<file path="src/rtl/ps2_rx_if.sv">
// rtl/ps2_rx_if.sv - code word bus from the PS/2 receiver to the hex display stage
//
// Purpose: carries the decoded 16-bit code word, its update strobe and the
//          sticky frame-error flag.
// Signals:
//   code        16  last two good bytes, [15:8] previous, [7:0] newest
//   error        1  sticky frame-error flag
//   code_valid   1  one-cycle pulse when code is updated
// Modports: master drives the bus (receiver), slave consumes it (hex stage).
interface ps2_rx_if;
  logic [15:0] code;
  logic        error;
  logic        code_valid;

  modport master (output code, output error, output code_valid);
  modport slave  (input  code, input  error, input  code_valid);
endinterface

</file>
<file path="src/rtl/ps2_rx.sv">
// rtl/ps2_rx.sv - PS/2 device-to-host frame receiver with input filtering
//
// Purpose: synchronises and filters the raw PS/2 lines, deframes 11-bit
//          frames (start, 8 data LSB-first, odd parity, stop) and keeps the
//          last two good bytes as a 16-bit code word.
// Ports:
//   clk       in   system clock
//   rst       in   synchronous active-high reset
//   ps2_clk   in   raw PS/2 clock line (asynchronous)
//   ps2_data  in   raw PS/2 data line (asynchronous)
//   out_if    master modport: code[15:0], error, code_valid
module ps2_rx #(
  parameter int FILTER_LEN     = 8,
  parameter int TIMEOUT_CYCLES = 50000
) (
  input  logic      clk,
  input  logic      rst,
  input  logic      ps2_clk,
  input  logic      ps2_data,
  ps2_rx_if.master  out_if
);

  localparam int TW = $clog2(TIMEOUT_CYCLES + 1);

  typedef enum logic [1:0] {
    S_IDLE   = 2'd0,
    S_DATA   = 2'd1,
    S_PARITY = 2'd2,
    S_STOP   = 2'd3
  } state_t;

  // Input conditioning state.
  logic          clk_s1_q, clk_s2_q;
  logic          dat_s1_q, dat_s2_q;
  logic [7:0]    flt_cnt_q, flt_cnt_d;
  logic          filt_q, filt_d;
  logic          fall_q;

  // Frame state.
  state_t        state_q;
  logic [2:0]    bit_cnt_q;
  logic [7:0]    shift_q;
  logic          par_q;
  logic [TW-1:0] to_cnt_q;
  logic [15:0]   code_q;
  logic          error_q;
  logic          valid_q;

  // The filtered level only follows the synchronised clock after FILTER_LEN
  // consecutive disagreeing samples; any agreeing sample restarts the count.
  always_comb begin
    flt_cnt_d = 8'd0;
    filt_d    = filt_q;
    if (clk_s2_q != filt_q) begin
      if (flt_cnt_q == 8'(FILTER_LEN - 1)) begin
        filt_d = clk_s2_q;
      end else begin
        flt_cnt_d = flt_cnt_q + 8'd1;
      end
    end
  end

  always_ff @(posedge clk) begin
    if (rst) begin
      clk_s1_q  <= 1'b1;
      clk_s2_q  <= 1'b1;
      dat_s1_q  <= 1'b1;
      dat_s2_q  <= 1'b1;
      flt_cnt_q <= 8'd0;
      filt_q    <= 1'b1;
      fall_q    <= 1'b0;
    end else begin
      clk_s1_q  <= ps2_clk;
      clk_s2_q  <= clk_s1_q;
      dat_s1_q  <= ps2_data;
      dat_s2_q  <= dat_s1_q;
      flt_cnt_q <= flt_cnt_d;
      filt_q    <= filt_d;
      fall_q    <= filt_q & ~filt_d;
    end
  end

  always_ff @(posedge clk) begin
    if (rst) begin
      state_q   <= S_IDLE;
      bit_cnt_q <= 3'd0;
      shift_q   <= 8'd0;
      par_q     <= 1'b0;
      to_cnt_q  <= '0;
      code_q    <= 16'h0000;
      error_q   <= 1'b0;
      valid_q   <= 1'b0;
    end else begin
      valid_q <= 1'b0;
      if (fall_q) begin
        // A falling edge always wins over an expiring timeout.
        to_cnt_q <= '0;
        case (state_q)
          S_IDLE: begin
            if (!dat_s2_q) begin
              state_q   <= S_DATA;
              bit_cnt_q <= 3'd0;
            end else begin
              error_q <= 1'b1;
            end
          end
          S_DATA: begin
            shift_q   <= {dat_s2_q, shift_q[7:1]};
            bit_cnt_q <= bit_cnt_q + 3'd1;
            if (bit_cnt_q == 3'd7) state_q <= S_PARITY;
          end
          S_PARITY: begin
            par_q   <= dat_s2_q;
            state_q <= S_STOP;
          end
          S_STOP: begin
            state_q <= S_IDLE;
            if (dat_s2_q && (^{shift_q, par_q})) begin
              code_q  <= {code_q[7:0], shift_q};
              valid_q <= 1'b1;
              error_q <= 1'b0;
            end else begin
              error_q <= 1'b1;
            end
          end
          default: state_q <= S_IDLE;
        endcase
      end else if (state_q == S_IDLE) begin
        to_cnt_q <= '0;
      end else if (to_cnt_q == TW'(TIMEOUT_CYCLES - 1)) begin
        // Counter reaches TIMEOUT_CYCLES on this edge: abort the frame.
        to_cnt_q <= '0;
        state_q  <= S_IDLE;
        error_q  <= 1'b1;
      end else begin
        to_cnt_q <= to_cnt_q + TW'(1);
      end
    end
  end

  assign out_if.code       = code_q;
  assign out_if.error      = error_q;
  assign out_if.code_valid = valid_q;

endmodule

</file>
<file path="src/flat_wrapper.sv">
// flat-port wrapper written by rule: the top's interface ports become plain ports
module ps2_rx_flat 
#(
  parameter int FILTER_LEN     = 8,
  parameter int TIMEOUT_CYCLES = 50000
)
  (clk, rst, ps2_clk, ps2_data, out_if_code, out_if_error, out_if_code_valid);
  ps2_rx_if out_if_i ();
  input  logic clk;
  input  logic rst;
  input  logic ps2_clk;
  input  logic ps2_data;
  output wire logic [$bits(out_if_i.code)-1:0] out_if_code;
  output wire logic [$bits(out_if_i.error)-1:0] out_if_error;
  output wire logic [$bits(out_if_i.code_valid)-1:0] out_if_code_valid;
  assign out_if_code = out_if_i.code;
  assign out_if_error = out_if_i.error;
  assign out_if_code_valid = out_if_i.code_valid;
  ps2_rx #(.FILTER_LEN(FILTER_LEN), .TIMEOUT_CYCLES(TIMEOUT_CYCLES)) u_core (.clk(clk), .rst(rst), .ps2_clk(ps2_clk), .ps2_data(ps2_data), .out_if(out_if_i));
endmodule
</file>
<file path="config.mk">
export PLATFORM = sky130hd
export DESIGN_NAME = ps2_rx_flat
export DESIGN_NICKNAME = d
export VERILOG_FILES = /design/src/rtl/ps2_rx_if.sv /design/src/rtl/ps2_rx.sv /design/src/flat_wrapper.sv
export SDC_FILE = /design/constraint.sdc
export NUM_CORES = 1
export LEC_CHECK = 0
export ABC_AREA = 1
export BUFFER_PORTS_ARGS = -buffer_cell sky130_fd_sc_hd__buf_2
export CAP_MARGIN = 20
export CORE_ASPECT_RATIO = 1.5
export CORE_MARGIN = 1
export CORE_UTILIZATION = 30
export CTS_BUF_LIST = sky130_fd_sc_hd__clkbuf_4 sky130_fd_sc_hd__clkbuf_8
export DETAILED_ROUTE_END_ITERATION = 16
export GPL_ROUTABILITY_DRIVEN = 0
export SYNTH_ARGS = -nofsm -noshare
export SYNTH_HDL_FRONTEND = slang
export SYNTH_SLANG_ARGS = --single-unit
</file>
<file path="constraint.sdc">
create_clock -name clk -period 2.7 [get_ports clk]
set_input_delay 0.135 -clock clk [delete_from_list [all_inputs] [get_ports clk]]
set_output_delay 0.135 -clock clk [all_outputs]
set_load 0.005 [all_outputs]
</file>
==> key figures, run 1 <==
Place
  – Post-placement worst setup slack: about 770 ps
  – IO buf count: 21
  – Estimated wirelength of the detail-placed design: roughly 3.6 mm

Logic synthesis
  – Mapped Nets: 406
  – Mux contribution to synthesized area: 0%
  – Number of instances in the synthesized netlist: 394
  – Area share of the largest cell type after synthesis: 43.6%
  – Post-synthesis area per instance: 7.22 um^2
  – Summed instance area of the synthesized netlist: 2850 um^2
  – Distinct cell type count after synthesis: 29
  – Adder-cell area share of the yosys netlist: 3.52%
  – Seq cells post-synth: 62
  – Xor and xnor area share after synthesis: 3.69%
  – Top post-synthesis cells by area: sky130_fd_sc_hd__dfxtp_1 (44%), sky130_fd_sc_hd__nand2_1 (11%), sky130_fd_sc_hd__a21oi_1 (7.2%), sky130_fd_sc_hd__inv_1 (6.6%), sky130_fd_sc_hd__nor2_1 (6.5%)
  – Leading area contributor after synthesis: sky130_fd_sc_hd__dfxtp_1
  – Number of synthesis warnings: 0
  – Post-synthesis compound-gate area fraction: approximately 11%
  – Combinational family with the most area after synthesis: simple AND/OR/NAND/NOR gates
  – Sequential area share after synthesis: 43.6%
  – Simple-gate portion of the synthesized area: around 28%

Clock network
  – CTS-repair resized insts: 0
  – CTS root buffer: sky130_fd_sc_hd__clkbuf_8
  – Number of CTS-inserted buffers: 9
  – Clock-pin transition on the worst setup and hold timing paths: 70 ps
  – Clk buf depth: 2
  – Post-CTS setup buffer count: 0
  – Number of H-tree levels: 3
  – CTS tree: built
  – CTS Hold Bufs: 2
  – Clock Sink Count: 62
  – Later-pin clock latency in the skew report: 340 ps

Routing
  – Detailed Routing Iterations Pass 1: 4
  – Total via count after detailed routing: ~2400
  – Remaining routing DRC violations: 0
  – Vias per Instance: about 4.6
  – Post-Route WL: 5.24 mm
  – Wire length per cell: around 9.8 um
  – Number of antenna-violating nets in the routed design: 0
  – Detailed Route Iter0 Violations: 87

Timing
  – Achievable frequency: 532 MHz
  – Slew at the pin closest to its max-slew limit: between 600 and 700 ps
  – Setup TNS: 0 ps
  – Final critical path time including I/O delays and setup: between 1500 and 2000 ps
  – Worst path setup slack after routing: 820 ps
  – Final Hold Viols: 0
  – Final count of negative-setup-slack endpoints: 0
  – Final worst path period share: 69.6%
  – Max-Slew Margin vs Limit: 54.7%
  – Unrepaired setup endpoints after global routing: false
  – Skew final: 5.81 ps
  – Final count of pins violating max slew: 0

Worst setup path
  – Buffer and inverter count on the worst path: 1
  – Critical Path Max Stage Delay: between 500 and 600 ps
  – Highest fanout seen on the critical path: 16
  – Crit-path leading delay family: simple AND/OR/NAND/NOR gates
  – Critical Path Source Type: flop
  – Launch point of the worst path: u_core.to_cnt_q[0]
  – Worst EP arrival: 2120 ps
  – Nature of the critical path endpoint: flop
  – CP Data Required Time: 2940 ps
  – Sequence of cells on the critical path: ha_1 -> nand2_1 -> nor2_1 -> inv_1 -> nor2_1 -> nand3_1 -> nand4_1 -> nor3b_1
  – Worst setup path class: flop to flop
  – Critical Path Slowest Stage Cell: sky130_fd_sc_hd__nand4_1
  – RR Startpoint: u_core.to_cnt_q[0]
  – Most used cell, CP: sky130_fd_sc_hd__nor2_1

GRT
  – Antenna violations before repair: 0
  – GRT Resource Usage Total: between 10% and 20%
  – Largest net degree at the start of global routing: 34
  – Number of global-route vias before repair: roughly 2200
  – GRT overflow: 0
  – First-pass GRT wire length: around 9.0 mm

Floorplan
  – Width of the die: 81.5 um
  – Area inside the core boundary: 9250 um^2
  – I/O pin total: 22
  – Starting utilization of the core area: 30.7%
  – Total Die Area: 9890 um^2
  – Vertical die dimension: approximately 120 um
  – Number of core rows: 43

Finish
  – Number of nets in the layout: 429
  – Layout fillers: about 990
  – Fraction of layout instances using a drive strength above 1: between 10% and 20%
  – Number of antenna cells inserted: 0
  – Layout overhead on the synthesized area: 14.8%

Status
  – Result of the run: complete, no violations

Pwr
  – Worst ir drop on vdd: ~0.28 mV
  – Pleak: 1.35 nW
  – Power, Total: 1.87 mW
  – PD cells: around 570 nW/um^2

Hold path
  – HP Start: rst
  – Type of the most critical hold path: input pin to flop

Job
  – Total of max-cap violations: 0
registers in the layout (all words and copies together), names as in the netlist:
register and cells:
u_core.fall_q 1, u_core.bit_cnt_q 3, u_core.filt_q 1, u_core.state_q 2, u_core.clk_s1_q 1, u_core.to_cnt_q 16
u_core.out_if.code 16, u_core.flt_cnt_q 8, u_core.dat_s2_q 1, u_core.dat_s1_q 1, u_core.out_if.error 1, u_core.shift_q 8
u_core.clk_s2_q 1, u_core.out_if.code_valid 1, u_core.par_q 1
where the power goes:
group	switching [mW]	internal [mW]
Clock	0.365	0.555
Sequential	0.00184	0.917
Combinational	0.0177	0.0117
Total	0.384	1.48
path summary, 6_finish.rpt:
kind / to / depth (start not counted) / slack (ps)
min reg2reg: u_core.dat_s2_q / 1 / 410
max: u_core.to_cnt_q[2] / 8 / 820
max reg2reg: u_core.to_cnt_q[2] / 8 / 820
min: u_core.out_if.code_valid / 2 / 120
through the flow:
stage               std cells  cell area, um^2  hold slack [ps]  util, %
floorplan                 394             2850              239        -
global placement          516             3020              320     32.6
detailed placement        516             3020              323     32.6
CTS                       534             3270              105     35.3
global route              534             3270              121     35.3
finish                    534             3270              118     35.3
metal layers:
layer | up-vias | track usage, % | routed length, um
li1 | 1299 | - | -
met1 | 1091 | 13.2 | 2410
met2 | 33 | 19.4 | 2500
met3 | 13 | 2.56 | 146
met4 | 0 | 8.59 | 183
met5 | - | 0 | 0
layout make-up:
cell class                 count  area (um^2)  area share (%)
clock buffer                  11          145            4.44
clock inverter                 5         82.6            2.53
inverter                      52          195            5.97
multi-input combinational    267         1320            40.5
sequential                    62         1240            38.0
tap                          112          140            4.29
timing repair buffer          25          140            4.29
cells in the mapped netlist (all sizes together):
| cell | n |
|---|---|
| o21ai | 18 |
| dfxtp | 62 |
| ha | 8 |
| nor2 | 51 |
| nand4 | 4 |
| nor4 | 2 |
| and3 | 2 |
| xnor2 | 5 |
| clkbuf | 4 |
| a21o | 1 |
| a21oi | 42 |
| nor3 | 6 |
| inv | 52 |
| buf | 9 |
| or2 | 5 |
| nand3b | 1 |
| nor3b | 3 |
| xor2 | 7 |
| nand3 | 26 |
| nand2 | 86 |
kinds of logic (layout without fill, tap and decap cells):
group,after synthesis,count (layout)
compound gates,61,61
xor+xnor,12,12
fa+ha+maj,8,8
buf+inv,65,93
flops,62,62
simple gates,186,186
layout by cell type (no fill, tap or decap), types with 2 or more instances in the layout:
| master | instances |
|---|---|
| sky130_fd_sc_hd__o21ai_0 | 18 |
| sky130_fd_sc_hd__xnor2_1 | 5 |
| sky130_fd_sc_hd__dfxtp_1 | 62 |
| sky130_fd_sc_hd__nand2_1 | 84 |
| sky130_fd_sc_hd__or2_2 | 5 |
| sky130_fd_sc_hd__ha_1 | 8 |
| sky130_fd_sc_hd__dlygate4sd3_1 | 2 |
| sky130_fd_sc_hd__nor2_1 | 49 |
| sky130_fd_sc_hd__nor2_2 | 2 |
| sky130_fd_sc_hd__nor4_1 | 2 |
| sky130_fd_sc_hd__inv_2 | 2 |
| sky130_fd_sc_hd__nor3b_1 | 3 |
| sky130_fd_sc_hd__inv_1 | 50 |
| sky130_fd_sc_hd__xor2_1 | 7 |
| sky130_fd_sc_hd__bufinv_16 | 2 |
| sky130_fd_sc_hd__nand4_1 | 4 |
| sky130_fd_sc_hd__clkinvlp_4 | 3 |
| sky130_fd_sc_hd__and3_1 | 2 |
| sky130_fd_sc_hd__buf_4 | 2 |
| sky130_fd_sc_hd__nand3_1 | 26 |
| sky130_fd_sc_hd__buf_2 | 21 |
| sky130_fd_sc_hd__nor3_1 | 5 |
| sky130_fd_sc_hd__a21oi_1 | 41 |
| sky130_fd_sc_hd__clkbuf_8 | 10 |
Power figures use the tool's default switching activity.
==> run 2, diff against run 1 <==
Clock period 2.7 ns to 1.6 ns, I/O delays scaled along.
==> key figures, run 2 (synthesis results as in run 1) <==
Status
  – Result of the run: complete, no violations

Routing
  – Vias per Instance: ~4.5
  – Detailed Routing Iterations Pass 1: 4
  – Total via count after detailed routing: 2457
  – Wire length per cell: about 10 um
  – Detailed Route Iter0 Violations: 89
  – Post-Route WL: 5.62 mm
  – Remaining routing DRC violations: 0
  – Number of antenna-violating nets in the routed design: 0

Timing
  – Setup TNS: 0 ps
  – Final count of negative-setup-slack endpoints: 0
  – Slew at the pin closest to its max-slew limit: 388 ps
  – Worst path setup slack after routing: around 130 ps
  – Achievable frequency: 680 MHz
  – Max-Slew Margin vs Limit: 73.9%
  – Final Hold Viols: 0
  – Skew final: 8.23 ps
  – Final count of pins violating max slew: 0
  – Final critical path time including I/O delays and setup: 1470 ps
  – Worst hold-check slack: approximately 64 ps
  – Final worst path period share: 91.9%

Hold path
  – Type of the most critical hold path: input pin to flop

Clock network
  – Clock Sink Count: 62
  – Number of H-tree levels: 3
  – Later-pin clock latency in the skew report: 340 ps
  – CTS tree: built
  – Clock-pin transition on the worst setup and hold timing paths: approximately 70 ps
  – Clk buf depth: 2
  – CTS root buffer: sky130_fd_sc_hd__clkbuf_8
  – Number of CTS-inserted buffers: 9

Floorplan
  – Vertical die dimension: 121 um
  – Starting utilization of the core area: 30.7%
  – Area inside the core boundary: approximately 9300 um^2
  – Width of the die: 81.5 um
  – Number of core rows: 43
  – Total Die Area: 9890 um^2
  – I/O pin total: 22

GRT
  – First-pass GRT wire length: 9.05 mm
  – GRT overflow: 0
  – Number of global-route vias before repair: 2187
  – Antenna violations before repair: 0
  – GRT Resource Usage Total: 11.9%
  – Largest net degree at the start of global routing: 34

Worst setup path
  – Critical Path Source Type: flop
  – Nature of the critical path endpoint: flop
  – Worst setup path class: flop to flop
  – Worst EP arrival: 1700 ps
  – Slack of the worst reg-to-reg path: 130 ps
  – CP Data Required Time: 1830 ps
  – Highest fanout seen on the critical path: 4

Place
  – Placed Instances: 520
  – Estimated wirelength of the detail-placed design: 3.63 mm
  – IO buf count: 21
  – Standard cell area after detailed placement: 3090 um^2
  – Post-placement worst setup slack: 97.6 ps

Finish
  – Fin area: 3470 um^2
  – Most frequent standard cell in the layout excluding fill and tap cells: sky130_fd_sc_hd__nand2_1
  – Number of nets in the layout: 436
  – Final design utilization: 37.5%
  – Area occupied by multi-input gates: 1380 um^2
  – Non-filler instance count after layout: 541
  – Storage element area: 1250 um^2
  – Fraction of layout instances using a drive strength above 1: 17.7%
  – Layout overhead on the synthesized area: 21.9%
  – Highest-count cells in the layout ignoring fill and taps: sky130_fd_sc_hd__nand2_1 (82), sky130_fd_sc_hd__dfxtp_1 (57), sky130_fd_sc_hd__inv_1 (49), sky130_fd_sc_hd__nor2_1 (48), sky130_fd_sc_hd__a21oi_1 (38)
  – Number of antenna cells inserted: 0
  – Layout fillers: 983

Pwr
  – Power, Total: ~3.2 mW
  – Worst ir drop on vdd: 0.412 mV
  – PD cells: 927 nW/um^2
  – Pleak: between 1 and 1.5 nW

Job
  – Total of max-cap violations: 0
==> run 2: changes by cell type in the layout (fill, tap and decap cells not counted), sizes merged <==
cell / previous run / this run
clkbuf: 11 / 15
clkinv: 0 / 1
buf: 23 / 28
clkinvlp: 3 / 0
==> run 2: worst paths after layout <==
kind | start | endpoint | cells after the start
max reg2reg | u_core.to_cnt_q[0] | u_core.state_q[1] | 10
max | u_core.to_cnt_q[0] | u_core.state_q[1] | 10
min reg2reg | u_core.dat_s1_q | u_core.dat_s2_q | 1
min | rst | u_core.bit_cnt_q[2] | 2
==> run 2: layout make-up <==
type,instances,share of cell area [%]
Clock buffer,13,4.98
Clock inverter,3,1.88
Inverter,52,5.63
Multi-Input combinational cell,267,39.7
Sequential cell,62,36.0
Tap cell,112,4.04
Timing Repair Buffer,32,7.76
==> run 2: what timing repair did <==
action,4_1_cts,5_1_grt
gates resized for setup,0,19
endpoints found under the hold margin,2,0
hold buffers,2,0
endpoints found under the setup margin,0,39
setup buffers,0,0
==> run 2: per-layer routing <==
metal,vias to the layer above,track usage (%),wire length (um)
li1,1303,-,-
met1,1117,12.8,2490
met2,31,20.0,2880
met3,6,3.38,174
met4,0,7.03,84
met5,-,0,0
==> run 2: power by group <==
part           switching, mW  internal [mW]
sequential           0.00308           1.55
combinational         0.0296         0.0198
clock                  0.592           1.02
total                  0.624           2.59
==> run 2: critical path: stages, from the launching register on <==
cell                      delay, ps
sky130_fd_sc_hd__dfxtp_2        340
sky130_fd_sc_hd__ha_1           160
sky130_fd_sc_hd__nand2_1         80
sky130_fd_sc_hd__nor2_2         130
sky130_fd_sc_hd__inv_1           80
sky130_fd_sc_hd__nor2_1          90
sky130_fd_sc_hd__nand3_1         90
sky130_fd_sc_hd__nand2_1         90
sky130_fd_sc_hd__nand2_1         90
sky130_fd_sc_hd__o21ai_0        150
sky130_fd_sc_hd__a21oi_1         60
